<file path="src/rtl/vga_test_pattern.sv">
// VGA test-pattern generator: colour bars, grey gradient, checkerboard and
// horizontally scrolling bars, registered with one cycle of latency.
// The pattern mode is latched only at frame start so a frame is never torn.
// Optional feature macro: VGA_TEST_PATTERN_SCROLL_EN (builds the scroll
// offset registers; without it mode 3 renders the same as mode 0).
module vga_test_pattern #(
    parameter int H_VISIBLE     = 640,
    parameter int H_WHOLE_LINE  = 800,
    parameter int V_VISIBLE     = 480,
    parameter int V_WHOLE_FRAME = 525,
    parameter int COLOR_BITS    = 4,
    parameter int NUM_BARS      = 8,
    parameter int CHECK_SHIFT   = 5,
    parameter int SCROLL_STEP   = 2
) (
    input  logic                                 clk,
    input  logic                                 reset_n,
    input  logic [$clog2(H_WHOLE_LINE)-1:0]      column,
    input  logic [$clog2(V_WHOLE_FRAME)-1:0]     row,
    input  logic [1:0]                           mode,
    output logic [COLOR_BITS-1:0]                red,
    output logic [COLOR_BITS-1:0]                green,
    output logic [COLOR_BITS-1:0]                blue,
    output logic                                 frame_end
);

    localparam int CW     = $clog2(H_WHOLE_LINE);
    localparam int RW     = $clog2(V_WHOLE_FRAME);
    localparam int BAR_W  = H_VISIBLE / NUM_BARS;
    localparam int GRAD_W = H_VISIBLE >> COLOR_BITS;
    localparam int SW     = (BAR_W > 1) ? $clog2(BAR_W) : 1;
    localparam int BW     = (NUM_BARS > 1) ? $clog2(NUM_BARS) : 1;
    localparam int GW     = (GRAD_W > 1) ? $clog2(GRAD_W) : 1;

    localparam logic [CW-1:0]         H_VIS_C   = CW'(H_VISIBLE);
    localparam logic [CW-1:0]         H_LAST_C  = CW'(H_WHOLE_LINE - 1);
    localparam logic [RW-1:0]         V_VIS_C   = RW'(V_VISIBLE);
    localparam logic [RW-1:0]         V_LAST_C  = RW'(V_WHOLE_FRAME - 1);
    localparam logic [SW-1:0]         SUB_LAST  = SW'(BAR_W - 1);
    localparam logic [BW-1:0]         BAR_LAST  = BW'(NUM_BARS - 1);
    localparam logic [GW-1:0]         GRAD_LAST = GW'(GRAD_W - 1);
    localparam logic [COLOR_BITS-1:0] FULL      = '1;

    typedef enum logic [1:0] {
        MODE_BARS   = 2'd0,
        MODE_GRAD   = 2'd1,
        MODE_CHECK  = 2'd2,
        MODE_SCROLL = 2'd3
    } mode_e;

    if ((H_VISIBLE % NUM_BARS) != 0) begin : g_bad_bar_split
        $error("H_VISIBLE must be divisible by NUM_BARS");
    end
    if (SCROLL_STEP >= BAR_W) begin : g_bad_scroll_step
        $error("SCROLL_STEP must be smaller than H_VISIBLE/NUM_BARS");
    end
    if (GRAD_W < 1) begin : g_bad_grad_width
        $error("H_VISIBLE too small for the gradient level count");
    end

    mode_e                 r_mode_q;
    logic [SW-1:0]         r_sub;
    logic [BW-1:0]         r_bar;
    logic [GW-1:0]         r_gcnt;
    logic [COLOR_BITS-1:0] r_level;

    logic                  w_line_start;
    logic                  w_frame_start;
    logic                  w_frame_last;
    logic                  w_col_vis;
    logic                  w_visible;
    mode_e                 w_mode_eff;
    logic [SW-1:0]         w_pre_sub;
    logic [BW-1:0]         w_pre_bar;
    logic [SW-1:0]         w_sub_cur;
    logic [BW-1:0]         w_bar_cur;
    logic [GW-1:0]         w_gcnt_cur;
    logic [COLOR_BITS-1:0] w_level_cur;
    logic [2:0]            w_c;
    logic [COLOR_BITS-1:0] w_red, w_green, w_blue;

    assign w_line_start  = (column == '0);
    assign w_frame_start = w_line_start && (row == '0);
    assign w_frame_last  = (column == H_LAST_C) && (row == V_LAST_C);
    assign w_col_vis     = (column < H_VIS_C);
    assign w_visible     = w_col_vis && (row < V_VIS_C);
    // The first pixel of a frame already uses the freshly requested mode.
    assign w_mode_eff    = w_frame_start ? mode_e'(mode) : r_mode_q;

`ifdef VGA_TEST_PATTERN_SCROLL_EN
    logic [SW-1:0] r_scroll_sub;
    logic [BW-1:0] r_scroll_bar;
    logic [SW:0]   w_scroll_sum;

    assign w_scroll_sum = {1'b0, r_scroll_sub} + (SW+1)'(SCROLL_STEP);
    assign w_pre_sub    = (w_mode_eff == MODE_SCROLL) ? r_scroll_sub : '0;
    assign w_pre_bar    = (w_mode_eff == MODE_SCROLL) ? r_scroll_bar : '0;

    // Advance the scroll offset once per frame, in every mode.
    always_ff @(posedge clk) begin
        if (!reset_n) begin
            r_scroll_sub <= '0;
            r_scroll_bar <= '0;
        end else if (w_frame_last) begin
            if (w_scroll_sum >= (SW+1)'(BAR_W)) begin
                r_scroll_sub <= SW'(w_scroll_sum - (SW+1)'(BAR_W));
                r_scroll_bar <= (r_scroll_bar == BAR_LAST) ? '0 : r_scroll_bar + 1'b1;
            end else begin
                r_scroll_sub <= SW'(w_scroll_sum);
            end
        end
    end
`else
    assign w_pre_sub = '0;
    assign w_pre_bar = '0;
`endif

    assign w_sub_cur   = w_line_start ? w_pre_sub : r_sub;
    assign w_bar_cur   = w_line_start ? w_pre_bar : r_bar;
    assign w_gcnt_cur  = w_line_start ? '0 : r_gcnt;
    assign w_level_cur = w_line_start ? '0 : r_level;
    assign w_c         = 3'd7 - 3'(w_bar_cur);

    // Latch the requested mode at frame start only.
    always_ff @(posedge clk) begin
        if (!reset_n) begin
            r_mode_q <= MODE_BARS;
        end else if (w_frame_start) begin
            r_mode_q <= mode_e'(mode);
        end
    end

    // Bar and gradient position counters, re-seeded at each line start.
    always_ff @(posedge clk) begin
        if (!reset_n) begin
            r_sub   <= '0;
            r_bar   <= '0;
            r_gcnt  <= '0;
            r_level <= '0;
        end else if (w_col_vis) begin
            if (w_sub_cur == SUB_LAST) begin
                r_sub <= '0;
                r_bar <= (w_bar_cur == BAR_LAST) ? '0 : w_bar_cur + 1'b1;
            end else begin
                r_sub <= w_sub_cur + 1'b1;
                r_bar <= w_bar_cur;
            end
            if (w_gcnt_cur == GRAD_LAST) begin
                r_gcnt  <= '0;
                r_level <= (w_level_cur == FULL) ? w_level_cur : w_level_cur + 1'b1;
            end else begin
                r_gcnt  <= w_gcnt_cur + 1'b1;
                r_level <= w_level_cur;
            end
        end
    end

    // Pixel colour selection; blanking forces black in every mode.
    always_comb begin
        w_red   = '0;
        w_green = '0;
        w_blue  = '0;
        if (w_visible) begin
            unique case (w_mode_eff)
                MODE_GRAD: begin
                    w_red   = w_level_cur;
                    w_green = w_level_cur;
                    w_blue  = w_level_cur;
                end
                MODE_CHECK: begin
                    if (column[CHECK_SHIFT] ^ row[CHECK_SHIFT]) begin
                        w_red   = FULL;
                        w_green = FULL;
                        w_blue  = FULL;
                    end
                end
                default: begin
                    w_green = w_c[2] ? FULL : '0;
                    w_red   = w_c[1] ? FULL : '0;
                    w_blue  = w_c[0] ? FULL : '0;
                end
            endcase
        end
    end

    // Output register: one cycle of latency for colour and frame_end.
    always_ff @(posedge clk) begin
        if (!reset_n) begin
            red       <= '0;
            green     <= '0;
            blue      <= '0;
            frame_end <= 1'b0;
        end else begin
            red       <= w_red;
            green     <= w_green;
            blue      <= w_blue;
            frame_end <= w_frame_last;
        end
    end

endmodule
</file>
<file path="config.mk">
export PLATFORM = sky130hd
export DESIGN_NAME = vga_test_pattern
export DESIGN_NICKNAME = d
export VERILOG_FILES = /design/src/rtl/vga_test_pattern.sv
export SDC_FILE = /design/constraint.sdc
export NUM_CORES = 1
export LEC_CHECK = 0
export CORE_MARGIN = 4
export CORE_UTILIZATION = 35
export CTS_BUF_LIST = sky130_fd_sc_hd__clkbuf_16
export DETAILED_ROUTE_END_ITERATION = 10
export GPL_ROUTABILITY_DRIVEN = 0
export PLACE_DENSITY_LB_ADDON = 0.1
export SYNTH_ARGS = -nofsm -noshare
export SYNTH_HDL_FRONTEND = slang
export SYNTH_SLANG_ARGS = --single-unit
export TNS_END_PERCENT = 1
</file>
<file path="constraint.sdc">
create_clock -name clk -period 2.5 [get_ports clk]
set_input_delay 0.25 -clock clk [delete_from_list [all_inputs] [get_ports clk]]
set_output_delay 0.25 -clock clk [all_outputs]
set_load 0.01 [all_outputs]
</file>
# Word-level counts from Yosys, hierarchy flattened
# Cells that the tools add are included.
# op_classes
addsub	5
multipliers	0
n_div	0
n_lt_le_gt_ge	2
n_eq_ne	8
shifts	0
muxes	18
bitwise_logic	1
n_reduce_logical	6
# ops
op	n
4-bit 2-to-1 mux	7
4-bit one-hot mux with 2 select lines	3
10-bit equality test, second input constant	2
10-bit logical NOT	2
7-bit 2-to-1 mux	2
6-bit 2-to-1 mux	2
10-bit less-than comparator, second input constant	1
10-bit by 9-bit less-than comparator with 1-bit output, second input constant	1
3-bit 2-to-1 mux	3
7-bit by 1-bit adder with 7-bit output, second input constant	1
7-bit equality test, second input constant	1
6-bit by 1-bit adder with 6-bit output, second input constant	1
6-bit equality test, second input constant	1
4-bit by 1-bit adder with 4-bit output, second input constant	1
4-bit equality test, second input constant	1
3-bit by 1-bit adder with 3-bit output, second input constant	1
3-bit equality test, second input constant	1
1-bit logical AND	3
3-bit subtractor, first input constant	1
2-bit by 1-bit equality test with 1-bit output, second input constant	1
2-bit equality test, second input constant	1
2-bit 2-to-1 mux	1
2-bit AND reduction	1
1-bit bitwise XOR	1
# totals
reg_bits	35
latchBits	0
ramBits	0
romBits	0
inputBits	24
out_inout_bits	13
wordCells	49
memories	0

# Longest topological paths before layout
# Gate-level depths: netlist of the first run.
# logic_depth
depth_word	5
ltp_mapped	9
depth_no_buf	8

# Worst setup path after synthesis of the first run
# OpenSTA, ideal clock, no wires.
# synth_timing
kind	input -> register
startpoint	input port column[8]
endpoint	register green[3]
setup_time_ps	123
t_arrival_ps	2205
t_required_ps	2377
setup_slack_ps	172
stages	8
n_path_buf	0
path_cell_list	nor4_4 > nand3_2 > nor3_4 > mux2_4 > ha_1 > a21o_1 > a31oi_1 > nor2_1
# synth_via
elab_chain_len	5
word_cells_on_any_way	13
cone_classes	add/sub (1); order compare (1); eq/ne (2); mux (5); reduce/logical (4)
# synth_rtl
element	line_no	rtl
start: declaration	18	input logic [$clog2(H_WHOLE_LINE)-1:0] column,
10-bit logical NOT (*)	82	assign w_line_start = (column == '0);
1-bit logical AND (*)	83	assign w_frame_start = w_line_start && (row == '0);
2-bit 2-to-1 mux (*)	n/a	
net w_mode_eff[1]	72	mode_e w_mode_eff;
2-bit equality test or 2-bit by 1-bit equality test with 1-bit output (tied branches)	164	unique case (w_mode_eff)
4-bit one-hot mux with 2 select lines (*)	164	
end signal: assignment	195	green <= w_green;
end: declaration	22	output logic [COLOR_BITS-1:0] green,
# Mark *: on every way through the listed nets, which the timed path passes. The rest lies on a longest branch.
# A chain may end at the register's enable or synchronous reset.

# Final worst setup path of the first run
# layout_timing
startpoint	input port column[0]
endpoint	register r_gcnt[3]
# layout_via
elab_chain_len	4
word_cells_on_any_way	6
cone_classes	add/sub (1); order compare (1); eq/ne (1); mux (2); reduce/logical (1)
# layout_rtl
element	line_no	rtl
10-bit logical NOT	82	
6-bit 2-to-1 mux	120	assign w_gcnt_cur = w_line_start ? '0 : r_gcnt;
6-bit by 1-bit adder with 6-bit output or 6-bit equality test (tied branches)	152, 148	
6-bit 2-to-1 mux	148	if (w_gcnt_cur == GRAD_LAST) begin
end signal: assignment	152	r_gcnt <= w_gcnt_cur + 1'b1;
end: declaration	64	logic [GW-1:0] r_gcnt;
# Several ways; a longest one is shown, not always the timed one.

==> impl_metrics.py, run 1 <==
metrics = {
    "worst_setup_path": {
        "crit_family": "simple AND/OR/NAND/NOR gates",
        "reg2regPathDepth": 7,
        "slowest_delay_ps": 470,
        "critPathRequiredTime_ps": 2710,
        "r2r_end": "r_level[1]$_SDFFE_PN0N_",
        "cp-end-kind": "flop",
        "arrival_ps": 2650,
        "r2r-start": "r_gcnt[0]$_SDFFE_PN0N_",
        "rrSetupSlack_ps": 780,
        "crit_type": "input pin to flop",
        "path_cells": "clkdlybuf4s50_1, nor4_4, nand3_2, buf_4, and2_1, ha_1, nand3b_1, nor3b_1, or4_1, a21oi_1",
        "critPathMaxFanout": 22,
        "critPathLaunchType": "input pin",
        "cp_slowest_cell": "clkdlybuf4s50_1",
        "critPathBufInv": 2,
    },
    "timing": {
        "skew_ps": 1.806,
        "slew_headroom_pct": 58.01,
        "period_share_pct": 97.69,
        "worst_slack_ps": 57.68,
        "rsz0062_at_grt": "true",
        "finalHoldViolations": 0,
        "fmax_mhz": 409.4,
        "post-route-min-period_ps": 2442,
        "setup_viol": 0,
        "tightest_slew_ps": 629.9,
        "slew_viol_final": 0,
        "setup-tns-final_ps": 0,
    },
    "power": {
        "clkPwrFrac_pct": 48.7,
        "power_density_nw_per_um2": 561.4,
        "peakVddDrop_mv": 0.4463,
        "total_leakage_power_nw": 0.9727,
        "p_int_mw": 1.130,
        "power_frac_seq_pct": 40.7,
        "pwr-share-comb_pct": 10.6,
        "power_switching_share_pct": 21.22,
        "p_sw_uw": 304.2,
    },
    "min_path": {
        "hold_class": "input pin to flop",
        "whs_endpoint": "frame_end$_SDFF_PN0_",
        "min-delay-start": "column[4]",
        "hold_path_depth": 3,
    },
    "route": {
        "drc": 0,
        "wl_per_cell_microns": 15.15,
        "vias": 1673,
        "vias_per_cell": 5.245,
        "dr.pass1.iters": 4,
        "drt-total-wl_microns": 4833,
        "ant_nets": 0,
        "drtIter0Drc": 53,
    },
    "synthesis": {
        "synth_seq_cells": 35,
        "async_flop_share_pct": 0,
        "synth_enable_flop_cells": 0,
        "synth_top_flop_cell": "dfxtp_1",
        "syn-cell-area_sq_um": 1708,
        "synth_fp_nets": 219,
        "netlist_instances": 189,
        "yosysWarnings": 0,
        "avgSynthCellArea_sq_um": 9.036,
        "yosysUniqueCellTypes": 44,
        "ys_seq_area_share_pct": 41.03,
    },
    "floorplanning": {
        "core_sq_um": 4723,
        "die_h_microns": 77.86,
        "initial_utilization_pct": 36.16,
        "die_x_microns": 77.86,
        "rows": 25,
        "die-area_sq_um": 6061,
        "pin_count": 37,
    },
    "placed_design": {
        "place_inst": 310,
        "place_ws_ps": -210.1,
        "io_buffers": 36,
        "hpwl_microns": 3673,
    },
    "clocking": {
        "root_buffer": "clkbuf_16",
        "path_clk_slew_ps": 60,
        "clk_latency_ps": 270,
        "holdBufCountCts": 0,
        "cts_sinks": 35,
        "numCtsBuffers": 5,
        "cts_max_level": 2,
        "cts_tree": "yes",
        "cts_buffer_depth": 2,
    },
    "global_route": {
        "grt_pass1_wl_microns": 7824,
        "grt_pass1_vias": 1723,
        "antenna_found_initial": 0,
        "grt_max_degree": 23,
        "track_usage_pct": 16.29,
        "grt_overflow": 0,
    },
    "cells_and_area": {
        "fin_nets": 281,
        "area_growth_pct": 49.52,
        "fin_util_pct": 54.07,
        "final_cells": 319,
        "drive_above_1_share_pct": 21.03,
        "antenna_cells": 0,
    },
    "run_status": {
        "status": "finished, final reports clean",
    },
    "job": {
        "drv_cap": 0,
    },
}
layout make-up:
type | instances | area [sq um]
inverter | 1 | 3.754
clock buffer | 5 | 125.1
fill | 428 | 2170
sequential | 35 | 700.7
clock inverter | 3 | 43.79
timing repair buffer | 61 | 550.5
tap | 67 | 83.83
multi-input combinational | 147 | 1046
how the worst max path moves through the flow:
stage	from	to	depth (start not counted)
finish	column[0]	r_gcnt[3]$_SDFFE_PN0N_	10
global route	column[0]	red[2]$_SDFF_PN0_	10
CTS	column[8]	red[2]$_SDFF_PN0_	10
detailed placement	column[8]	red[2]$_SDFF_PN0_	10
global placement	column[8]	blue[1]$_SDFF_PN0_	10
floorplan	column[8]	green[3]$_SDFF_PN0_	8
cells in the mapped netlist (all sizes together) (2+ instances only):
cell type	number	area share, %
nor2b	2	0.73
nor4b	2	1.0
a31oi	7	2.6
or4	4	1.8
o31ai	2	0.88
nor3	7	3.3
o21ai	8	2.3
and2	7	2.6
nand3b	4	1.8
mux2i	5	2.9
nor2	16	3.5
clkbuf	4	0.88
nand2	17	3.7
buf	2	0.59
dfxtp	35	41
nor4	4	2.7
nand4b	2	1.0
a21o	4	1.8
nand3	11	3.5
o21a	3	1.3
a21oi	10	2.9
mux2	2	1.8
nand4	4	1.5
nand2b	2	0.73
ha	6	4.4
a31o	4	2.1
and3	3	1.1
kinds of logic after synthesis:
family          Yosys count  synth area share (%)
xor+xnor                  2                 1.026
compound gates           44                 17.07
mux                       7                 4.689
simple gates             88                 30.11
fa+ha+maj                 6                 4.395
buf+inv                   7                 1.685
flops                    35                 41.03
metal layers:
layer,vias up,GRT usage [%],part of all wire [%]
met4,0,4.448,0.56
li1,827,-,-
met5,-,0,0
met1,809,17.59,42
met3,2,5.104,5.0
met2,35,30.22,52
timing repair:
action | 4_1_cts | 5_1_grt
resized for setup | 0 | 11
setup buffers | 0 | 1
setup endpoints to repair | 0 | 14
hold endpoints to repair | 0 | 0
registers in the layout (all words and copies together) (netlist names):
signal / flops
r_bar: 3
red: 4
r_mode_q: 2
r_level: 4
frame_end: 1
blue: 4
green: 4
r_gcnt: 6
r_sub: 7
placed cells by master, fill, tap and decap left out, types with 2 or more instances in the layout:
| master | instances |
|---|---|
| nand3b_1 | 4 |
| nor2b_1 | 2 |
| and3_1 | 3 |
| mux2_4 | 2 |
| nand2b_1 | 2 |
| o21a_1 | 3 |
| buf_4 | 25 |
| nand4_1 | 4 |
| nand4b_1 | 2 |
| nor4_1 | 2 |
| nand3_1 | 10 |
| nor2_1 | 16 |
| and2_1 | 7 |
| mux2i_1 | 5 |
| clkdlybuf4s50_1 | 35 |
| o31ai_1 | 2 |
| nor3_2 | 2 |
| a31oi_4 | 4 |
| clkbuf_16 | 5 |
| dfxtp_1 | 35 |
| nor3_1 | 4 |
| a21o_1 | 3 |
| ha_1 | 6 |
| nand2_1 | 17 |
| or4_1 | 4 |
| o21ai_0 | 8 |
| a31oi_1 | 3 |
| a31o_2 | 4 |
| a21oi_1 | 10 |
per-stage QoR:
stage / cell area (sq um) / power (mW) / hold WS, ps
global route: 2554 / 1.494 / 391.2
detailed placement: 2307 / 0.7473 / 462.2
CTS: 2476 / 1.451 / 470.1
global placement: 2307 / 0.7428 / 450.9
finish: 2554 / 1.434 / 375.2
floorplan: 1708 / 0.6492 / 384.5
worst reg2reg max path: stages (launching register included):
cell	delay [ps]
dfxtp_1	370
and2_1	150
ha_1	180
nand3b_1	110
nor3b_1	250
buf_4	170
a41oi_1	120
o221a_2	260
power by group through the flow:
stage                     combinational (mW)  sequential (mW)  clock (mW)
after global placement                 0.148            0.594           0
after detailed placement               0.152            0.596           0
after global routing                   0.164            0.586       0.744
final                                  0.152            0.584       0.698
after CTS                              0.153            0.584       0.715
after floorplan                       0.0502            0.599           0
Note: power is estimated with default switching activity, not from simulation.
==> inputs of run 2 (changes only) <==
--- a/config.mk
+++ b/config.mk
@@ -5,6 +5,7 @@
 export SDC_FILE = /design/constraint.sdc
 export NUM_CORES = 1
 export LEC_CHECK = 0
+export ABC_AREA = 1
 export CORE_MARGIN = 4
 export CORE_UTILIZATION = 35
 export CTS_BUF_LIST = sky130_fd_sc_hd__clkbuf_16
==> impl_metrics.py, run 2 <==
metrics = {
    "run_status": {
        "status": "finished, final reports clean",
    },
    "cells_and_area": {
        "fin_nets": 327,
        "fillers": 536,
        "final_cells": 368,
        "largest_registers": "r_sub x7, r_gcnt x6",
        "regMostFlops": "r_sub",
        "area_growth_pct": 31.81,
        "largest_reg_flops": 7,
        "fin_util_pct": 47.40,
        "final_common_cell": "nand2_1",
        "antenna_cells": 0,
        "multi_input_area_sq_um": 980.9,
        "fin_area_sq_um": 2421,
        "seq_area_sq_um": 700.7,
        "mostFrequentLayoutCells": "nand2_1, clkdlybuf4s50_1, dfxtp_1, inv_1, a21oi_1",
        "drive_above_1_share_pct": 13.09,
    },
    "power": {
        "p_total_mw": 1.309,
        "total_leakage_power_nw": 1.024,
        "peakVddDrop_mv": 0.3676,
        "power_density_nw_per_um2": 540.6,
    },
    "synthesis": {
        "netlist_instances": 257,
        "synth_common_cells": "nand2_1, dfxtp_1, a21oi_1, inv_1, nor2_1",
        "yosys.area.top_type_share_pct": 38.15,
        "ys_seq_area_share_pct": 38.15,
        "yosysWarnings": 0,
        "synth_enable_flop_cells": 0,
        "avgSynthCellArea_sq_um": 7.147,
        "synth.area.top_cells": "dfxtp_1, nand2_1, a21oi_1",
        "syn-cell-area_sq_um": 1837,
        "async_flop_share_pct": 0,
        "yosysUniqueCellTypes": 31,
        "synth_fp_nets": 287,
        "synth_seq_cells": 35,
        "synth_area_leader_cell": "dfxtp_1",
        "synth_top_flop_cell": "dfxtp_1",
        "yosys.cell_count.top_type": "nand2_1",
    },
    "worst_setup_path": {
        "critPathMaxFanout": 4,
        "cp-end-kind": "flop",
        "arrival_ps": 2330,
        "critPathRequiredTime_ps": 2690,
        "critPathLaunchType": "input pin",
        "crit_type": "input pin to flop",
    },
    "global_route": {
        "grt_pass1_vias": 1596,
        "grt_overflow": 0,
        "track_usage_pct": 14.37,
        "grt_pass1_wl_microns": 7251,
        "antenna_found_initial": 0,
        "grt_max_degree": 20,
    },
    "clocking": {
        "numCtsBuffers": 5,
        "cts_tree": "yes",
        "path_clk_slew_ps": 50,
        "cts_setup_buffers": 0,
        "holdBufCountCts": 0,
        "cts_max_level": 2,
        "cts_resized": 0,
        "cts_sinks": 35,
        "root_buffer": "clkbuf_16",
        "clk_latency_ps": 280,
        "cts_buffer_depth": 2,
    },
    "floorplanning": {
        "rows": 26,
        "core_sq_um": 5107,
        "initial_utilization_pct": 35.96,
        "die_x_microns": 80.44,
        "pin_count": 37,
        "die_h_microns": 80.44,
        "die-area_sq_um": 6471,
    },
    "placed_design": {
        "post_dp_cell_area_sq_um": 2280,
        "hpwl_microns": 3164,
        "place_inst": 360,
        "io_buffers": 36,
    },
    "timing": {
        "slew_headroom_pct": 63.88,
        "period_share_pct": 85.56,
        "finalHoldViolations": 0,
        "fmax_mhz": 467.5,
        "post-route-min-period_ps": 2139,
        "skew_ps": 3.843,
        "rsz0062_at_grt": "false",
        "slew_viol_final": 0,
        "tightest_slew_ps": 541.1,
        "setup_viol": 0,
        "setup-tns-final_ps": 0,
    },
    "route": {
        "vias_per_cell": 4.620,
        "wl_per_cell_microns": 11.60,
        "drt-total-wl_microns": 4267,
        "ant_nets": 0,
        "drc": 0,
        "dr_wl_met2_microns": 1923,
        "drtIter0Drc": 57,
        "route.met3.wl_microns": 253,
        "vias": 1700,
        "dr.pass1.iters": 4,
        "m1WireLength_microns": 2046,
        "highest_layer": "met4",
    },
    "min_path": {
        "hold_class": "flop to flop",
    },
    "job": {
        "drv_cap": 0,
    },
}
==> run 2: cell types whose count changed in the layout (fill, tap and decap cells not counted), moves of 6 or more <==
| cell | delta |
|---|---|
| buf_4 | -22 |
| a21oi_1 | +21 |
| inv_1 | +30 |
| o21ai_1 | +7 |
| and2_1 | -7 |
| nand2_1 | +40 |
| nor2_2 | +6 |
==> run 2: where the power goes <==
group	switching [mW]	internal (mW)
clock network	0.225	0.363
registers	0.00663	0.576
logic	0.0675	0.0705
total	0.300	1.01
==> run 2: kinds of logic after synthesis <==
| kind of cell | after synthesis | synth area share (%) |
|---|---|---|
| simple gates | 125 | 34.40 |
| compound gates | 49 | 13.96 |
| xor+xnor | 2 | 0.9539 |
| flops | 35 | 38.15 |
| buf+inv | 40 | 8.446 |
| fa+ha+maj | 6 | 4.087 |
==> run 2: final timing paths <==
| kind | startpoint | slack [ps] | end | cells past startpoint |
|---|---|---|---|---|
| setup / recovery | row[1] | 360 | green[3]$_SDFF_PN0_ | 10 |
| hold / removal | r_bar[0]$_SDFFE_PN0N_ | 430 | r_bar[0]$_SDFFE_PN0N_ | 1 |
| setup reg to reg | r_gcnt[1]$_SDFFE_PN0N_ | 980 | r_level[0]$_SDFFE_PN0N_ | 8 |
| hold reg to reg | r_bar[0]$_SDFFE_PN0N_ | 430 | r_bar[0]$_SDFFE_PN0N_ | 1 |
==> run 2: cell type report <==
cell class | instances | area share [%]
Multi-Input combinational cell | 182 | 40.52
Sequential cell | 35 | 28.94
Timing Repair Buffer | 39 | 15.81
Inverter | 34 | 5.271
Clock buffer | 5 | 5.168
Tap cell | 70 | 3.618
Clock inverter | 3 | 0.6718
==> run 2: per-stage QoR <==
stage | hold slack (ps) | setup WS (ps)
5_1_grt | 461.3 | 112.7
2_1_floorplan | 397.4 | 651.4
6_report | 425.6 | 361.1
3_3_place_gp | 418.1 | 100.1
3_5_place_dp | 424.7 | 61.55
4_1_cts | 432.4 | 342.2
==> run 2: metal layers <==
metal  vias to the layer above  track usage (%)
met5                         -                0
li1                        915                -
met4                         0            4.561
met1                       745            18.44
met2                        36            22.93
met3                         4            4.372
==> run 2: critical path, cell delays in order <==
cell and delay, ps:
clkdlybuf4s50_1 390, or2_2 310, nor4_2 200, nand4_1 210, o21ai_2 220, inv_1 60
ha_1 320, inv_1 120, nand2_1 100, a21oi_1 140
==> inputs of run 3 (changes only) <==
--- a/config.mk
+++ b/config.mk
@@ -5,13 +5,14 @@
 export SDC_FILE = /design/constraint.sdc
 export NUM_CORES = 1
 export LEC_CHECK = 0
-export ABC_AREA = 1
 export CORE_MARGIN = 4
 export CORE_UTILIZATION = 35
 export CTS_BUF_LIST = sky130_fd_sc_hd__clkbuf_16
 export DETAILED_ROUTE_END_ITERATION = 10
 export GPL_ROUTABILITY_DRIVEN = 0
+export MAX_ROUTING_LAYER = met4
 export PLACE_DENSITY_LB_ADDON = 0.1
+export SLEW_MARGIN = 15
 export SYNTH_ARGS = -nofsm -noshare
 export SYNTH_HDL_FRONTEND = slang
 export SYNTH_SLANG_ARGS = --single-unit
==> impl_metrics.py, run 3 (same netlist as run 1, synthesis figures left out) <==
metrics = {
    "power": {
        "power_density_nw_per_um2": 561.9,
        "peakVddDrop_mv": 0.4473,
        "p_total_mw": 1.435,
        "total_leakage_power_nw": 0.9727,
    },
    "route": {
        "drt-total-wl_microns": 4838,
        "ant_nets": 0,
        "drtIter0Drc": 48,
        "dr.pass1.iters": 4,
        "wl_per_cell_microns": 15.17,
        "vias_per_cell": 5.197,
        "vias": 1658,
        "drc": 0,
    },
    "cells_and_area": {
        "area_growth_pct": 49.52,
        "fillers": 428,
        "fin_nets": 281,
        "mostFrequentLayoutCells": "dfxtp_1, clkdlybuf4s50_1, buf_4, nand2_1, nor2_1",
        "regMostFlops": "r_sub",
        "drive_above_1_share_pct": 21.03,
        "antenna_cells": 0,
        "largest_registers": "r_sub x7, r_gcnt x6",
        "largest_reg_flops": 7,
    },
    "run_status": {
        "status": "finished, final reports clean",
    },
    "floorplanning": {
        "rows": 25,
        "die_h_microns": 77.86,
        "die_x_microns": 77.86,
        "pin_count": 37,
        "initial_utilization_pct": 36.16,
        "die-area_sq_um": 6061,
        "core_sq_um": 4723,
    },
    "global_route": {
        "grt_max_degree": 23,
        "grt_overflow": 0,
        "grt_pass1_wl_microns": 7810,
        "grt_pass1_vias": 1723,
        "antenna_found_initial": 0,
        "track_usage_pct": 16.74,
    },
    "timing": {
        "setup_viol": 0,
        "fmax_mhz": 409.7,
        "slew_viol_final": 0,
        "skew_ps": 1.732,
        "setup-tns-final_ps": 0,
        "period_share_pct": 97.62,
        "slew_headroom_pct": 58.38,
        "rsz0062_at_grt": "true",
        "tightest_slew_ps": 624.2,
        "post-route-min-period_ps": 2441,
        "finalHoldViolations": 0,
    },
    "worst_setup_path": {
        "arrival_ps": 2650,
        "rrSetupSlack_ps": 790,
        "critPathRequiredTime_ps": 2710,
        "critPathMaxFanout": 22,
        "cp-end-kind": "flop",
        "critPathLaunchType": "input pin",
        "crit_type": "input pin to flop",
    },
    "job": {
        "drv_cap": 0,
    },
    "clocking": {
        "cts_tree": "yes",
        "numCtsBuffers": 5,
        "cts_buffer_depth": 2,
        "clk_latency_ps": 270,
        "root_buffer": "clkbuf_16",
        "holdBufCountCts": 0,
        "cts_sinks": 35,
        "cts_max_level": 2,
        "path_clk_slew_ps": 60,
    },
    "min_path": {
        "hold_class": "input pin to flop",
    },
    "placed_design": {
        "hpwl_microns": 3673,
        "io_buffers": 36,
    },
}
## run 3: changes by cell type in the layout (fill, tap and decap cells not counted), moves of 6 or more
cell / change
nor2_2: -6
o21ai_1: -7
inv_1: -30
and2_1: +7
a21oi_1: -21
nand2_1: -40
buf_4: +22
## run 3: timing repair
action                                  4_1_cts  5_1_grt
resized for setup                             0       11
hold endpoints to repair                      0        0
setup buffers                                 0        1
endpoints found under the setup margin        0       14
## run 3: critical path: stages
cell and delay [ps]:
clkdlybuf4s50_1 470, nor4_4 330, nand3_2 140, buf_4 260
and2_1 190, ha_1 220, nand3b_1 120, nor3b_1 70
or4_1 470, a21oi_1 130
## run 3: cell type report
class / count / area [sq um] / share of cell area [%]
timing repair buffer: 61 / 550.5 / 21.56
clock buffer: 5 / 125.1 / 4.900
inverter: 1 / 3.754 / 0.1470
multi-input combinational: 147 / 1046 / 40.96
tap: 67 / 83.83 / 3.283
sequential: 35 / 700.7 / 27.44
clock inverter: 3 / 43.79 / 1.715
## run 3: final timing paths
check                                       startpoint  cells past startpoint                      end
worst max-delay path                         column[0]                     10   r_gcnt[3]$_SDFFE_PN0N_
worst min register to register  r_gcnt[1]$_SDFFE_PN0N_                      2   r_gcnt[1]$_SDFFE_PN0N_
worst min-delay path                         column[4]                      3     frame_end$_SDFF_PN0_
worst max register to register  r_gcnt[0]$_SDFFE_PN0N_                      7  r_level[1]$_SDFFE_PN0N_
## run 3: where the power goes
group          switching, mW  internal (mW)
Combinational         0.0668         0.0849
Clock                  0.230          0.469
Sequential           0.00830          0.575
## run 3: layer usage
metal  global-route usage, %  share of wire [%]  wire length, microns  vias up
li1                        -                  -                     -      825
met1                   17.66                 42                  2056      792
met2                   30.14                 52                  2516       39
met3                   5.104                4.9                   239        2
met4                   4.448               0.52                    25        0
met5                       -                  0                     0        -
## run 3: stage by stage
step	area, sq um	hold WS, ps	cells	setup WS (ps)	utilization (%)
floorplan	1708	384.5	189	171.7	-
global placement	2307	450.9	310	-170.7	48.85
detailed placement	2307	462.2	310	-210.1	48.85
CTS	2476	470.1	318	72.80	52.42
global route	2554	391.2	319	-32.37	54.07
finish	2554	374.7	319	59.41	54.07
